$ cat src/rtl/mod_counter.sv
// Parameterised up/down counter with prescaler, terminal-count pulse and
// wrap, saturate or one-shot behaviour at the terminal value.
module mod_counter #(
  parameter int unsigned WIDTH    = 3,
  parameter int unsigned STOP     = 2,
  parameter int unsigned MODE     = 0,
  parameter int unsigned PRESCALE = 1
) (
  input  logic             CLK,
  input  logic             CLR,
  input  logic             EN,
  input  logic             LOAD,
  input  logic [WIDTH-1:0] D,
  input  logic             UP,
  input  logic             START,
  output logic [WIDTH-1:0] out,
  output logic             TC,
  output logic             BUSY
);

  localparam int unsigned PW = (PRESCALE > 1) ? $clog2(PRESCALE) : 1;
  localparam logic [PW-1:0]    PreLast = PW'(PRESCALE - 1);
  localparam logic [WIDTH-1:0] StopV   = WIDTH'(STOP);
  localparam bit               OneShot = (MODE == 2);
  localparam bit               Wrap    = (MODE == 0);

  // Declaration initialisers give the same power-up state as CLR.
  logic [PW-1:0]    pre_q = '0;
  logic [WIDTH-1:0] cnt_q = '0;
  logic             tc_q  = 1'b0;
  logic             busy_q = 1'b0;

  logic [PW-1:0]    pre_d;
  logic [WIDTH-1:0] cnt_d;
  logic             tc_d;
  logic             busy_d;
  logic [WIDTH-1:0] term;
  logic             step;

  always_comb begin
    term   = UP ? StopV : '0;
    step   = EN && (pre_q == PreLast);
    cnt_d  = cnt_q;
    pre_d  = pre_q;
    tc_d   = 1'b0;
    busy_d = busy_q;
    if (LOAD) begin
      cnt_d  = (D > StopV) ? StopV : D;
      pre_d  = '0;
      busy_d = 1'b0;
    end else if (OneShot && START && !busy_q) begin
      cnt_d  = UP ? '0 : StopV;
      pre_d  = '0;
      busy_d = 1'b1;
    end else if (EN) begin
      pre_d = step ? '0 : pre_q + 1'b1;
      // An idle one-shot lets the prescaler run but never moves the count.
      if (step && (!OneShot || busy_q)) begin
        if (cnt_q != term) begin
          cnt_d = UP ? cnt_q + 1'b1 : cnt_q - 1'b1;
          tc_d  = (cnt_d == term);
        end else if (Wrap) begin
          cnt_d = UP ? '0 : StopV;
          tc_d  = (cnt_d == term);
        end
        if (OneShot && (cnt_d == term)) begin
          busy_d = 1'b0;
        end
      end
    end
  end

  always_ff @(posedge CLK) begin
    if (CLR) begin
      pre_q  <= '0;
      cnt_q  <= '0;
      tc_q   <= 1'b0;
      busy_q <= 1'b0;
    end else begin
      pre_q  <= pre_d;
      cnt_q  <= cnt_d;
      tc_q   <= tc_d;
      busy_q <= busy_d;
    end
  end

  assign out  = cnt_q;
  assign TC   = tc_q;
  assign BUSY = busy_q;

endmodule

$ cat config.mk
export PLATFORM = sky130hd
export DESIGN_NAME = mod_counter
export DESIGN_NICKNAME = d
export VERILOG_FILES = /design/src/rtl/mod_counter.sv
export SDC_FILE = /design/constraint.sdc
export NUM_CORES = 1
export LEC_CHECK = 0
export CORE_AREA = 4 4 41 43
export DETAILED_ROUTE_END_ITERATION = 6
export DIE_AREA = 0 0 45 47
export GPL_TIMING_DRIVEN = 0
export MAX_ROUTING_LAYER = met4
export REMOVE_ABC_BUFFERS = 1
export SLEW_MARGIN = 20
export SYNTH_ARGS = -nofsm -noshare
export SYNTH_HDL_FRONTEND = slang
export SYNTH_SLANG_ARGS = --single-unit
$ cat constraint.sdc
create_clock -name CLK -period 2.53 [get_ports CLK]
set_clock_uncertainty 0.15 [all_clocks]
set_input_delay 0.3795 -clock CLK [delete_from_list [all_inputs] [get_ports CLK]]
set_output_delay 0.3795 -clock CLK [all_outputs]
set_load 0.02 [all_outputs]
==> results.toml, run 1 <==
[run_status]
outcome = "complete, no violations"

[final_layout]
final_net_count = 60
diodes = 0
drive_gt1_share_pct = 8.51
area_growth_pct = 48.6
multiInputGateArea_sq_um = 185
final-seq-area_sq_um = 100
fillCellCount = 144
fin_area_sq_um = 452

[grt]
grt.overflow.total = 0
track_usage_pct = 8.66
antenna_found_initial = 0
grt_pass1_vias = 278
grt_first_pass_wirelength_mm = 1.19
grt_max_degree = 8

[floorplan]
design.core.area_sq_mm = 0.00130
ios = 14
dieArea_sq_mm = 0.00212
die_x_um = 45
start_util_pct = 23.4
rows = 13
die_h_um = 47

[synth]
synth-edff-count = 0
synth_compound_area_share_pct = 20.2
yosys_register_bits = 5
netlist.top_cell.by_area = "dfxtp_1"
synth-simple-area-share_pct = 21.8
async_flop_share_pct = 0
synth_xor_area_share_pct = 2.88
yosys_most_used_dff = "dfxtp_1"
ys_top_cells_by_area = "dfxtp_1, ha_1, fa_1, a221oi_1, a211oi_2"
synth_top_family_by_area = "simple AND/OR/NAND/NOR gates"
synthAdderAreaFrac_pct = 14.8
avgSynthCellArea_sq_um = 9.21
yosysWarnings = 0
yosysMostFrequentCell = "dfxtp_1"
synthesis.area_sq_um = 304
netlist.area_leader.share_pct = 32.9
muxShareOfSynthArea_pct = 0
synthCells = 33
synth_commonest_cells = "dfxtp_1, inv_1, a21oi_1, a221oi_1, ha_1"
ys_seq_area_share_pct = 32.9
synth.distinct_cells = 24

[drt]
routed-wl-met3_um = 96
met1Wirelength_um = 281
drt-pass1-iter-count = 4
num_vias = 293
final_antenna_net_count = 0
wire_per_inst_um = 11.0
dr_wl_met2_um = 274
highest_layer = "met4"
drc = 0
drtIter0Drc = 5
routed_wl_um = 683
vias_per_cell = 4.73

[pwr]
p_per_area_mw_per_mm2 = 532
ir_drop_v = 0.000132
total_power_uw = 240
leakage_nw = 0.166

[place]
portBuffers = 11
placed_area_sq_um = 425
gp_congestion = 0.688
hpwl_um = 520

[clock_tree]
htreeDepth = 1
cts_max_path_buffers = 2
cts_setup_buffers = 0
cts.repair.resized = 0
clk_latency_ps = 250
cts_tree = "yes"
cts-root-buf = "clkbuf_4"
clkTransAtPathRegs_ps = 40
clkSinkCount = 5
cts_made_buffers = 3
ctsHoldBuffers = 0

[setup_path]
arrival_ps = 2300
rr_startpoint = "out[0]$_SDFFE_PP0P_"
rr_endpoint = "out[2]$_SDFFE_PP0P_"
r2r_slack_ps = 660
crit_type = "input port to register"
path_max_fanout = 4
crit_path_end_kind = "register"
ff2ff_path_depth = 4
cp-start-kind = "input port"
cp.required_ps = 2550

[sta]
drv_slew = 0
grt_setup_unrepaired = "no"
tns_ps = 0
min_period_ps = 2280
final_hold_viol_count = 0
setup_viol = 0
min_period_over_period_pct = 90.2
timing.fmax_mhz = 438
whs_ps = 335

[hold_path]
hold_class = "register to register"
min_path_cells = 2
min_delay_worst_endpoint = "pre_q$_SDFFE_PP0P_"
min_from = "pre_q$_SDFFE_PP0P_"

[run]
maxCapViolations = 0
## kinds of logic (layout without fill, tap and decap cells)
family / count (synthesis) / after routing
AOI/OAI and AO/OA: 8 / 8
xor gates and xnor gates: 1 / 1
adders and majority gates: 3 / 3
buffers and inverters: 4 / 18
DFF: 5 / 5
other: 1 / 1
and+or+nand+nor: 11 / 11
## stage by stage
step / util, % / setup WS (ps) / cells
after floorplan: - / 617 / 32
after global placement: 32.7 / 0.583 / 58
after detailed placement: 32.7 / -18.6 / 58
after CTS: 34.7 / 230 / 62
after global routing: 34.7 / 154 / 62
final: 34.7 / 248 / 62
## state kept, by name, summed over array words and instances (netlist names)
signal,flops
TC,1
out,3
pre_q,1
## worst max path at each step
| stage | start | cells past startpoint | slack, ps | to |
|---|---|---|---|---|
| finish | UP | 6 | 250 | out[2]$_SDFFE_PP0P_ |
| global route | UP | 6 | 150 | out[2]$_SDFFE_PP0P_ |
| CTS | UP | 6 | 230 | out[2]$_SDFFE_PP0P_ |
| detailed placement | UP | 6 | -20 | out[2]$_SDFFE_PP0P_ |
| global placement | UP | 6 | 0.6 | out[2]$_SDFFE_PP0P_ |
| floorplan | UP | 5 | 620 | out[2]$_SDFFE_PP0P_ |
## layout by cell type, fill, tap and decap left out, types with 2 or more instances in the layout
cell             instances
clkdlybuf4s50_1         11
dfxtp_1                  5
inv_1                    3
clkbuf_4                 3
a21oi_1                  2
a221oi_1                 2
ha_1                     2
## where the power goes
group          switching, mW  internal (mW)  leakage, nW
registers            0.00521         0.0827       0.0409
logic                 0.0272         0.0299        0.110
clock network         0.0356         0.0598       0.0150
## area by class of cell
type | count | area share, %
clock buffers | 4 | 5.82
repair buffers | 11 | 24.4
well taps | 15 | 4.16
inverters | 3 | 2.49
flip-flops and latches | 5 | 22.2
multi-input cells | 24 | 41.0
## per-layer routing
layer  up-vias  GRT usage [%]
met1       130           9.59
met4         0           8.77
li1        147              -
met3         3           4.60
met5         -              -
met2        13           10.5
## critical path: stages
cell and delay, ps:
clkdlybuf4s50_1 520, inv_1 90, fa_1 430, xor2_1 200, or4_1 490, a211oi_2 180
No activity file was read; power rests on OpenSTA's default activity.
==> run 2, diff against run 1 <==
Settings changed: CAP_MARGIN from default to 20, TNS_END_PERCENT from default to 30.
==> results of run 2 <==
Final layout, timing and power as in run 1 (identical DEF).
==> run 3, diff against run 2 <==
Settings changed: DONT_BUFFER_PORTS from default to 1.
==> run 3 against run 2 <==
Clock-buffer cell count did not move; first-iteration DRC count unchanged; sequential power increased by 5.6%; worst hold slack got worse by 290 ps; flip-flop and latch count did not move.
==> results.toml, run 3 (same netlist as run 1, synthesis figures left out) <==
[run_status]
outcome = "complete, no violations"

[hold_path]
hold_class = "input port to register"
min_from = "CLR"

[drt]
drtIter0Drc = 5
num_vias = 256
drt-pass1-iter-count = 4
drc = 0
wire_per_inst_um = 12.5
vias_per_cell = 5.02
routed_wl_um = 640
final_antenna_net_count = 0

[sta]
setup_viol = 0
fin_ws_ps = 525
whs_ps = 43.6
grt_setup_unrepaired = "no"
timing.fmax_mhz = 499
final_hold_viol_count = 0
tns_ps = 0
drv_slew = 0
min_period_ps = 2010
min_period_over_period_pct = 79.3

[final_layout]
diodes = 0
final_common_cell = "dfxtp_1"
fillCellCount = 155
largest_register_ffs = 3
drive_gt1_share_pct = 11.1
area_growth_pct = 12.3
final_cell_mix = "dfxtp_1, inv_1, clkbuf_4"
final_net_count = 49

[grt]
grt_max_degree = 8
grt_first_pass_wirelength_mm = 1.01
antenna_found_initial = 0
track_usage_pct = 7.18
grt_pass1_vias = 244
grt.overflow.total = 0

[clock_tree]
cts_made_buffers = 3
clkSinkCount = 5
cts_max_path_buffers = 2
clk_latency_ps = 240
htreeDepth = 1
clkTransAtPathRegs_ps = 50
cts_setup_buffers = 0
ctsHoldBuffers = 0
cts-root-buf = "clkbuf_4"
cts.repair.resized = 0
cts_tree = "yes"

[setup_path]
arrival_ps = 2000
crit_path_end_kind = "register"
crit_path_start = "out[1]$_SDFFE_PP0P_"
path_max_fanout = 5
crit_type = "register to register"
cp-start-kind = "register"
rr_startpoint = "out[1]$_SDFFE_PP0P_"
cp.required_ps = 2520

[pwr]
ir_drop_v = 0.000225
p_per_area_mw_per_mm2 = 634
total_power_uw = 217
leakage_nw = 0.124

[run]
maxCapViolations = 0

[place]
place_ws_ps = 540
gp_congestion = 0.795
portBuffers = 0
hpwl_um = 500

[floorplan]
rows = 13
die_h_um = 47
die_x_um = 45
start_util_pct = 23.4
dieArea_sq_mm = 0.00212
design.core.area_sq_mm = 0.00130
ios = 14
## run 3: layout make-up
| type | count | area [sq um] | share of cell area, % |
|---|---|---|---|
| clock buffer | 4 | 26.3 | 7.69 |
| tap | 15 | 18.8 | 5.49 |
| inverter | 3 | 11.3 | 3.30 |
| multi-input combinational | 24 | 185 | 54.2 |
| sequential | 5 | 100 | 29.3 |
## run 3: worst paths after layout
check	to	slack, ps	depth (start not counted)
setup / recovery	out[0]$_SDFFE_PP0P_	520	5
hold / removal	out[2]$_SDFFE_PP0P_	40	1
setup reg to reg	out[0]$_SDFFE_PP0P_	520	5
hold reg to reg	pre_q$_SDFFE_PP0P_	330	2
## run 3: routing by layer
| layer | vias up | routed length, um | global-route usage, % |
|---|---|---|---|
| li1 | 125 | - | - |
| met1 | 118 | 269 | 7.29 |
| met2 | 13 | 273 | 10.2 |
| met3 | 0 | 96 | 6.51 |
| met4 | 0 | 0 | 1.75 |
| met5 | - | 0 | - |
## run 3: through the flow
stage               util, %  cells  cell area (sq um)
floorplan                 -     32                297
finish                 26.3     51                342
CTS                    26.3     51                342
global placement       24.2     47                315
global route           26.3     51                342
detailed placement     24.2     47                315
## run 3: critical path, cell delays in order, from the launching register on
cell      delay, ps
dfxtp_1         520
ha_1            300
ha_1            220
nor2b_1         150
or3_1           330
a221oi_1        230
## run 3: report_power, final
group          leakage (nW)  total [mW]  switching (mW)  internal (mW)
Clock                0.0150      0.0922          0.0326         0.0596
Combinational        0.0684      0.0317          0.0168         0.0149
Sequential           0.0409      0.0928          0.0101         0.0827
